### src/rtl/program_loader_pkg.sv
// Shared types and constants for the boot-time program loader.
// No logic; used by the loader FSM and the byte assembler.
// No flow control here.
package program_loader_pkg;

    localparam int BYTES_PER_WORD = 4;
    localparam int LANE_W         = $clog2(BYTES_PER_WORD);
    localparam int LEN_W          = 16;

    typedef enum logic [2:0] {
        IDLE,
        LEN_HI,
        LEN_LO,
        CHECK,
        DATA,
        WRITE,
        DONE,
        ERROR
    } state_t;

endpackage

### src/rtl/program_loader_if.sv
// Byte-stream input, program-memory write port and status of the loader.
// Pure wiring, zero latency.
// Stream side uses byte_valid_i/byte_ready_o; the write port has no backpressure.
interface program_loader_if;

    logic        start_i;
    logic [7:0]  byte_i;
    logic        byte_valid_i;
    logic        byte_ready_o;
    logic        prog_we_o;
    logic [31:0] prog_addr_o;
    logic [31:0] prog_data_o;
    logic        cpu_reset_o;
    logic        done_o;
    logic        error_o;
    logic [15:0] word_count_o;

    modport master (
        output start_i, byte_i, byte_valid_i,
        input  byte_ready_o, prog_we_o, prog_addr_o, prog_data_o,
               cpu_reset_o, done_o, error_o, word_count_o
    );

    modport slave (
        input  start_i, byte_i, byte_valid_i,
        output byte_ready_o, prog_we_o, prog_addr_o, prog_data_o,
               cpu_reset_o, done_o, error_o, word_count_o
    );

endinterface

### src/rtl/program_loader_byte_assembler.sv
// Shifts bytes MSB-first into a 32-bit word and tracks the byte lane.
// Word updates on the edge that accepts the byte.
// No flow control; the caller gates shift_en with the handshake.
module byte_assembler
    import program_loader_pkg::*;
(
    input  logic        clk,
    input  logic        reset,
    input  logic        clear,
    input  logic        shift_en,
    input  logic [7:0]  byte_dat,
    output logic [31:0] word,
    output logic        word_full
);

    logic [LANE_W-1:0] lane;

    always_ff @(posedge clk) begin
        if (reset) begin
            word <= '0;
            lane <= '0;
        end else if (clear) begin
            lane <= '0;
        end else if (shift_en) begin
            word <= {word[23:0], byte_dat};
            lane <= lane + 1'b1;
        end
    end

    // High while the next accepted byte completes the word.
    assign word_full = (lane == LANE_W'(BYTES_PER_WORD - 1));

endmodule

### src/rtl/program_loader.sv
// Loads a length-prefixed big-endian image into program memory, then releases the core.
// Write strobe one cycle after the 4th byte of a word; 4 bytes per 5 cycles peak.
// byte_ready_o is decoded from state and drops during CHECK and WRITE.
module program_loader
    import program_loader_pkg::*;
#(
    parameter int MEMORY_DEPTH = 64
) (
    input logic             clk,
    input logic             reset,
    program_loader_if.slave bus
);

    localparam logic [LEN_W-1:0] MAX_WORDS = LEN_W'(MEMORY_DEPTH);

    state_t            state, state_nxt;
    logic [7:0]        len_hi;
    logic [LEN_W-1:0]  word_count;
    logic [LEN_W-1:0]  word_index;
    logic              byte_rdy;
    logic              accept;
    logic              last_word;
    logic              asm_clear;
    logic              asm_shift;
    logic [31:0]       asm_word;
    logic              asm_full;

    assign byte_rdy  = (state == LEN_HI) || (state == LEN_LO) || (state == DATA);
    assign accept    = bus.byte_valid_i && byte_rdy;
    assign last_word = (word_index == word_count - 1'b1);

    always_ff @(posedge clk) begin
        if (reset) begin
            state      <= IDLE;
            len_hi     <= '0;
            word_count <= '0;
            word_index <= '0;
        end else begin
            state <= state_nxt;
            if (state == LEN_HI && accept)
                len_hi <= bus.byte_i;
            if (state == LEN_LO && accept)
                word_count <= {len_hi, bus.byte_i};
            if (state == CHECK)
                word_index <= '0;
            else if (state == WRITE && !last_word)
                word_index <= word_index + 1'b1;
        end
    end

    always_comb begin
        state_nxt = state;
        asm_clear = 1'b0;
        asm_shift = 1'b0;
        case (state)
            IDLE, DONE, ERROR: if (bus.start_i) state_nxt = LEN_HI;
            LEN_HI:            if (accept) state_nxt = LEN_LO;
            LEN_LO:            if (accept) state_nxt = CHECK;
            CHECK: begin
                if (word_count == '0) begin
                    state_nxt = DONE;
                end else if (word_count > MAX_WORDS) begin
                    state_nxt = ERROR;
                end else begin
                    asm_clear = 1'b1;
                    state_nxt = DATA;
                end
            end
            DATA: begin
                if (accept) begin
                    asm_shift = 1'b1;
                    if (asm_full) state_nxt = WRITE;
                end
            end
            WRITE:   state_nxt = last_word ? DONE : DATA;
            default: state_nxt = IDLE;
        endcase
    end

    byte_assembler u_asm (
        .clk       (clk),
        .reset     (reset),
        .clear     (asm_clear),
        .shift_en  (asm_shift),
        .byte_dat  (bus.byte_i),
        .word      (asm_word),
        .word_full (asm_full)
    );

    assign bus.byte_ready_o = byte_rdy;
    assign bus.prog_we_o    = (state == WRITE);
    assign bus.prog_addr_o  = {{(32 - LEN_W - 2){1'b0}}, word_index, 2'b00};
    assign bus.prog_data_o  = asm_word;
    assign bus.cpu_reset_o  = (state != DONE);
    assign bus.done_o       = (state == DONE);
    assign bus.error_o      = (state == ERROR);
    assign bus.word_count_o = word_count;

endmodule

### src/flat_wrapper.sv
// flat-port wrapper written by rule: the top's interface ports become plain ports
module program_loader_flat import program_loader_pkg::*;
#(
    parameter int MEMORY_DEPTH = 64
)
  (clk, reset, bus_start_i, bus_byte_i, bus_byte_valid_i, bus_byte_ready_o, bus_prog_we_o, bus_prog_addr_o, bus_prog_data_o, bus_cpu_reset_o, bus_done_o, bus_error_o, bus_word_count_o);
  program_loader_if bus_i ();
  input logic clk;
  input logic reset;
  input wire logic [$bits(bus_i.start_i)-1:0] bus_start_i;
  input wire logic [$bits(bus_i.byte_i)-1:0] bus_byte_i;
  input wire logic [$bits(bus_i.byte_valid_i)-1:0] bus_byte_valid_i;
  output wire logic [$bits(bus_i.byte_ready_o)-1:0] bus_byte_ready_o;
  output wire logic [$bits(bus_i.prog_we_o)-1:0] bus_prog_we_o;
  output wire logic [$bits(bus_i.prog_addr_o)-1:0] bus_prog_addr_o;
  output wire logic [$bits(bus_i.prog_data_o)-1:0] bus_prog_data_o;
  output wire logic [$bits(bus_i.cpu_reset_o)-1:0] bus_cpu_reset_o;
  output wire logic [$bits(bus_i.done_o)-1:0] bus_done_o;
  output wire logic [$bits(bus_i.error_o)-1:0] bus_error_o;
  output wire logic [$bits(bus_i.word_count_o)-1:0] bus_word_count_o;
  assign bus_i.start_i = bus_start_i;
  assign bus_i.byte_i = bus_byte_i;
  assign bus_i.byte_valid_i = bus_byte_valid_i;
  assign bus_byte_ready_o = bus_i.byte_ready_o;
  assign bus_prog_we_o = bus_i.prog_we_o;
  assign bus_prog_addr_o = bus_i.prog_addr_o;
  assign bus_prog_data_o = bus_i.prog_data_o;
  assign bus_cpu_reset_o = bus_i.cpu_reset_o;
  assign bus_done_o = bus_i.done_o;
  assign bus_error_o = bus_i.error_o;
  assign bus_word_count_o = bus_i.word_count_o;
  program_loader #(.MEMORY_DEPTH(MEMORY_DEPTH)) u_core (.clk(clk), .reset(reset), .bus(bus_i));
endmodule
### config.mk
export PLATFORM = sky130hd
export DESIGN_NAME = program_loader_flat
export DESIGN_NICKNAME = d
export VERILOG_FILES = /design/src/rtl/program_loader_pkg.sv /design/src/rtl/program_loader_if.sv /design/src/rtl/program_loader_byte_assembler.sv /design/src/rtl/program_loader.sv /design/src/flat_wrapper.sv
export SDC_FILE = /design/constraint.sdc
export NUM_CORES = 1
export LEC_CHECK = 0
export CORE_MARGIN = 2
export CORE_UTILIZATION = 44
export DETAILED_ROUTE_END_ITERATION = 10
export MAX_ROUTING_LAYER = met4
export PLACE_DENSITY = 0.76
export SLEW_MARGIN = 10
export SYNTH_ARGS = -nofsm -noshare
export SYNTH_HDL_FRONTEND = slang
export SYNTH_SLANG_ARGS = --single-unit
### constraint.sdc
create_clock -name clk -period 2.7 [get_ports clk]
set_clock_uncertainty 0.1 [all_clocks]
set_input_delay 0.54 -clock clk [delete_from_list [all_inputs] [get_ports clk]]
set_output_delay 0.54 -clock clk [all_outputs]
set_load 0.02 [all_outputs]
# Yosys cells after proc, flatten, opt, wreduce, memory -nomap -nowiden
# Index checks and enable logic that the tools add are counted.
[totals]
mem_bits_rw = 0
latchBits = 0
n_memories = 0
out_inout_bits = 85
reg_bits = 77
rom_bits = 0
elab_cells = 54
in_bits = 12
[op_classes]
n_lt_le_gt_ge = 1
multipliers = 0
mux = 14
bitwise = 1
reduce_logical = 14
addsub = 3
n_div = 0
n_shift = 0
n_eq_ne = 15
[ops]
columns = ["op", "n"]
rows = [
  ["two-way mux 3 bit", 6],
  ["case mux 3 bit (6 select lines)", 1],
  ["adder 16 x 1 -> 16 bit (second input constant)", 1],
  ["== test 16 bit", 1],
  ["> comparator 16 x 7 -> 1 bit (second input constant)", 1],
  ["logical NOT 16 bit", 1],
  ["subtractor 16 x 1 -> 16 bit (second input constant)", 1],
  ["== test 3 bit (second input constant)", 4],
  ["!= test 2 x 1 -> 1 bit (second input constant)", 4],
  ["== test 3 x 2 -> 1 bit (second input constant)", 2],
  ["two-way mux 1 bit", 5],
  ["AND reduction 5 bit", 1],
  ["logical AND 1 bit", 4],
  ["two-way mux 2 bit", 2],
  ["OR reduction 2 bit", 2],
  ["== test 3 x 1 -> 1 bit (second input constant)", 1],
  ["logical NOT 3 bit", 1],
  ["!= test 3 bit (second input constant)", 1],
  ["OR reduction 3 bit", 1],
  ["adder 2 x 1 -> 2 bit (second input constant)", 1],
  ["== test 2 bit (second input constant)", 1],
  ["logical OR 1 bit", 2],
  ["!= test 2 bit (second input constant)", 1],
  ["AND reduction 2 bit", 1],
  ["other kinds (2)", 2],
]

# Depth between registers and ports, before layout
[logic_depth]
word_depth = 7
ltp_mapped = 12
depth_no_buf = 10

# Hierarchy
# From an unflattened synthesis, not the netlist that was laid out.
[hier_totals]
cells_unflattened = 474
hier_area_um2 = 4075.2
[modules_own_cells]
columns = ["module", "area_per_inst_um2", "seq_area_each_um2", "cells_per_inst", "n_inst"]
rows = [
  ["program_loader", 2691.3, 860.8, 351, 1],
  ["byte_assembler", 1383.8, 680.7, 123, 1],
]

# Worst setup path after synthesis
# No wires, ideal clock.
[synth_timing]
path_type = "reg-to-reg"
start = "register u_core.word_count[0] (netlist: u_core.bus.word_count_o[0])"
end = "register u_core.word_index[5]"
arrival_time_ns = 2.592
synth_period_minus_slack_ns = 2.762
path_stages_with_launch = 12
path_slack_ns = -0.062
n_path_buf = 1
cell_sequence = "dfxtp_1 inv_1 ha_1 or4b_1 buf_2 nor3_2 mux2i_1 o32a_1 nor4_4 nand2b_4 or4_1 a21oi_1"
[synth_between]
elab_chain_cells = 4
[synth_lines]
columns = ["element", "line_no", "source"]
rows = [
  ["start: declaration", "program_loader.sv:18", "logic [LEN_W-1:0] word_count;"],
  ["start signal: assignment", "program_loader.sv:43", "word_count <= {len_hi, bus.byte_i};"],
  ["subtractor 16 x 1 -> 16 bit", "program_loader.sv:30", "assign last_word = (word_index == word_count - 1'b1);"],
  ["== test 16 bit", "program_loader.sv:30", ""],
  ["logical NOT 1 bit", "program_loader.sv:46", "else if (state == WRITE && !last_word)"],
  ["logical AND 1 bit", "program_loader.sv:46", ""],
  ["end signal: assignment", "program_loader.sv:47", "word_index <= word_index + 1'b1;"],
  ["end: declaration", "program_loader.sv:19", "logic [LEN_W-1:0] word_index;"],
]
# No other way between the ends.
# A chain may end at the register's enable or synchronous reset.

# Final worst setup path
[layout_timing]
start = "register u_core.word_count[1] (netlist: u_core.bus.word_count_o[1])"
end = "register u_core.word_index[15]"
# The elaborated chain is that of the path after synthesis.

==> impl_metrics.csv <==
group,metric,value,unit
run_status,status,"complete, but fails checks",
run_status,violations,"negative setup slack",
placement,place_ws,-0.1642,ns
run,maxCapViolations,0,
sta,fin_hold_ws,0.3554,ns
synth,syn_area,3732,um2
synth,synth_cell_type_count,47,
route,avgRoutedWirePerCell,14.21,um
worst_setup_path,endpoint_kind,"flop",
global_routing,antenna_found_initial,0,
final_layout,n_antenna_cell,0,
synth,async_reset_ff_share,0,%
global_routing,grt_start_max_net_pins,33,
sta,final.period_utilization,101.5,%
route,wl_met2,4768,um
worst_hold_path,min_path_type,"reg -> reg",
sta,finalSetupViolations,3,
final_layout,n_fill_cell,733,
cts,clk_latency,0.35,ns
sta,fin_crit,2.741,ns
sta,hold_viol,0,
cts,cts_tree,"done",
route,drcViolationCount,0,
synth,synth_edf_count,0,
final_layout,area_delta_synth_final,34.60,%
worst_setup_path,path_class,"reg -> reg",
route,highest_layer,"met4",
placement,place_congestion,0.9108,
sta,tightest_slew,0.5292,ns
placement,hpwlAfterDp,7173,um
route,route.met3.wl,593,um
worst_setup_path,r2r_start,"u_core.bus.word_count_o[1]$_SDFFE_PP0P_",
cts,h-tree-depth,3,
cts,clkTransAtPathRegs,0.09,ns
route,totalWireLength,9819,um
sta,rsz0062_at_grt,"yes",
synth,ys_seq_area_share,41.30,%
floorplan,coreArea,8217,um2
power,leakage,0.001811,uW
cts,cts_sinks,77,
worst_setup_path,crit_arrival,2.88,ns
worst_setup_path,crit_path_start_kind,"flop",
worst_setup_path,required,2.84,ns
final_layout,multi_input_comb_area,2062,um2
global_routing,track_usage,22.31,%
route,vias,3675,
final_layout,final_nets,596,
floorplan,start_util,45.42,%
floorplan,die_y,96.10,um
sta,setup_ws,-0.04136,ns
sta,report.final.slew_viol_count,0,
route,viasPerCell,5.318,
cts,cts_buffer_depth,2,
sta,fin_tns_setup,-0.04941,ns
floorplan,die-area,9235,um2
final_layout,drive_above_1_share,12.29,%
floorplan,row_count,33,
cts,ctsHoldBuffers,0,
route,first_pass_iters,4,
worst_setup_path,startpoint,"u_core.bus.word_count_o[1]$_SDFFE_PP0P_",
sta,fmax,0.3648,GHz
floorplan,dieWidth,96.10,um
global_routing,overflow,0,
cts,root_buffer,"clkbuf_8",
power,irDropWorstVdd,0.0003106,V
synth,syn-instance-count,489,
route,wl_met1,4342,um
synth,syn_avg_cell_area,7.633,um2
final_layout,regArea,1545,um2
sta,slew_headroom,64.63,%
cts,cts_buffers,9,
power,pwr_density_cell,498.9,nW/um2
global_routing,grt_pass1_wl,15760,um
placement,port_buffers,80,
global_routing,grt_pass1_vias,3344,
synth,synth_flop_cell,"dfxtp_1",
floorplan,pin_count,97,
synth,yosysWarnings,0,
worst_setup_path,crit_path_max_fanout,7,
worst_hold_path,min_from,"u_core.u_asm.word[28]$_SDFFE_PP0P_",
route,ant_nets,0,
route,drt_iter0_drc,230,
synth,ys_seq_elements,77,
layer usage:
metal / vias up / GRT usage (%)
met5: - / -
met4: 0 / 6.905
met3: 10 / 5.012
met2: 134 / 35.19
met1: 1740 / 28.55
li1: 1791 / -
registers in the layout, summed over array words and instances, names as in the netlist:
signal,flops
u_core.len_hi,8
u_core.word_index,16
u_core.bus.word_count_o,16
u_core.u_asm.word,32
u_core.u_asm.lane,2
u_core.state,3
what timing repair did:
action	in CTS	in global routing
buffers inserted	1	0
pin swaps	4	9
endpoints found under the setup margin	16	18
gates cloned	0	0
resized for setup	11	10
Yosys cell counts (all sizes together) (7+ instances only):
| cell type | count | area share (%) |
|---|---|---|
| dfxtp | 77 | 41 |
| clkbuf | 27 | 2.7 |
| nand3 | 9 | 1.2 |
| xor2 | 7 | 1.6 |
| o21ai | 8 | 1.1 |
| nand2 | 135 | 14 |
| a21oi | 66 | 8.9 |
| buf | 19 | 3.8 |
| xnor2 | 24 | 5.6 |
| nor4 | 9 | 2.1 |
| nor2 | 31 | 3.1 |
| nor3 | 14 | 2.0 |
metrics by stage:
| step | cells | total power [uW] | util, % | cell area (um2) |
|---|---|---|---|---|
| 5_1_grt | 691 | 2599 | 61.14 | 5024 |
| 3_3_place_gp | 674 | 1530 | 57.32 | 4710 |
| 6_report | 691 | 2506 | 61.14 | 5024 |
| 3_5_place_dp | 674 | 1539 | 57.32 | 4710 |
| 2_1_floorplan | 504 | 1443 | - | 3791 |
| 4_1_cts | 691 | 2511 | 60.65 | 4984 |
cell families (layout without fill, tap and decap cells):
kind of cell	after synthesis	in the layout	synth area share, %
simple gates	233	233	28.93
compound gates	88	88	13.24
flops	77	77	41.30
buf+inv	52	134	7.073
xor+xnor	31	31	7.275
mux	4	4	1.073
fa+ha+maj	3	3	1.006
other cells	1	16	0.1005
critical path, stage by stage, from the launching register on:
cell,delay (ns)
dfxtp_2,0.33
inv_2,0.06
ha_4,0.12
or4b_4,0.52
nor3_4,0.23
mux2i_1,0.25
o32a_1,0.21
nor4_4,0.08
or4b_1,0.54
xor2_1,0.15
nor2_1,0.05
cell usage in the layout, fill, tap and decap left out, types with 3 or more instances in the layout:
master           synthesis  final
clkbuf_8                 0      9
nor3_1                  13     10
mux2i_1                  4      4
buf_4                   16     31
nor3_2                   1      3
nand2b_1                 3      3
o21ai_0                  8      8
nand2_1                135    135
dfxtp_1                 77     74
nor2b_1                  6      5
xnor2_1                 24     23
and3_1                   6      6
xor2_1                   7      7
and2_1                   3      3
dfxtp_2                  0      3
conb_1                   1     16
and4_1                   4      4
inv_1                    6      4
nor2_1                  31     29
clkdlybuf4s50_1          0     79
nor4_1                   7      6
a21oi_1                 66     65
nand3_1                  9      9
cell type report:
| class | count | area share, % |
|---|---|---|
| clock buffers | 9 | 2.466 |
| clock inverters | 7 | 1.968 |
| inverters | 6 | 0.4483 |
| multi-input cells | 375 | 41.05 |
| flip-flops and latches | 77 | 30.76 |
| well taps | 105 | 2.615 |
| repair buffers | 112 | 20.70 |
final timing paths:
path | to | slack (ns) | cells after the start
worst min-delay path | u_core.u_asm.word[28]$_SDFFE_PP0P_ | 0.36 | 2
worst min register to register | u_core.u_asm.word[28]$_SDFFE_PP0P_ | 0.36 | 2
worst max-delay path | u_core.word_index[15]$_SDFFE_PP0P_ | -0.04 | 10
worst max register to register | u_core.word_index[15]$_SDFFE_PP0P_ | -0.04 | 10
where the power goes:
group | internal, uW | switching (uW) | total [uW]
sequential | 1160 | 30.7 | 1190
clock | 526 | 445 | 972
combinational | 144 | 202 | 346
total | 1830 | 678 | 2510
Power figures use the tool's default switching activity.
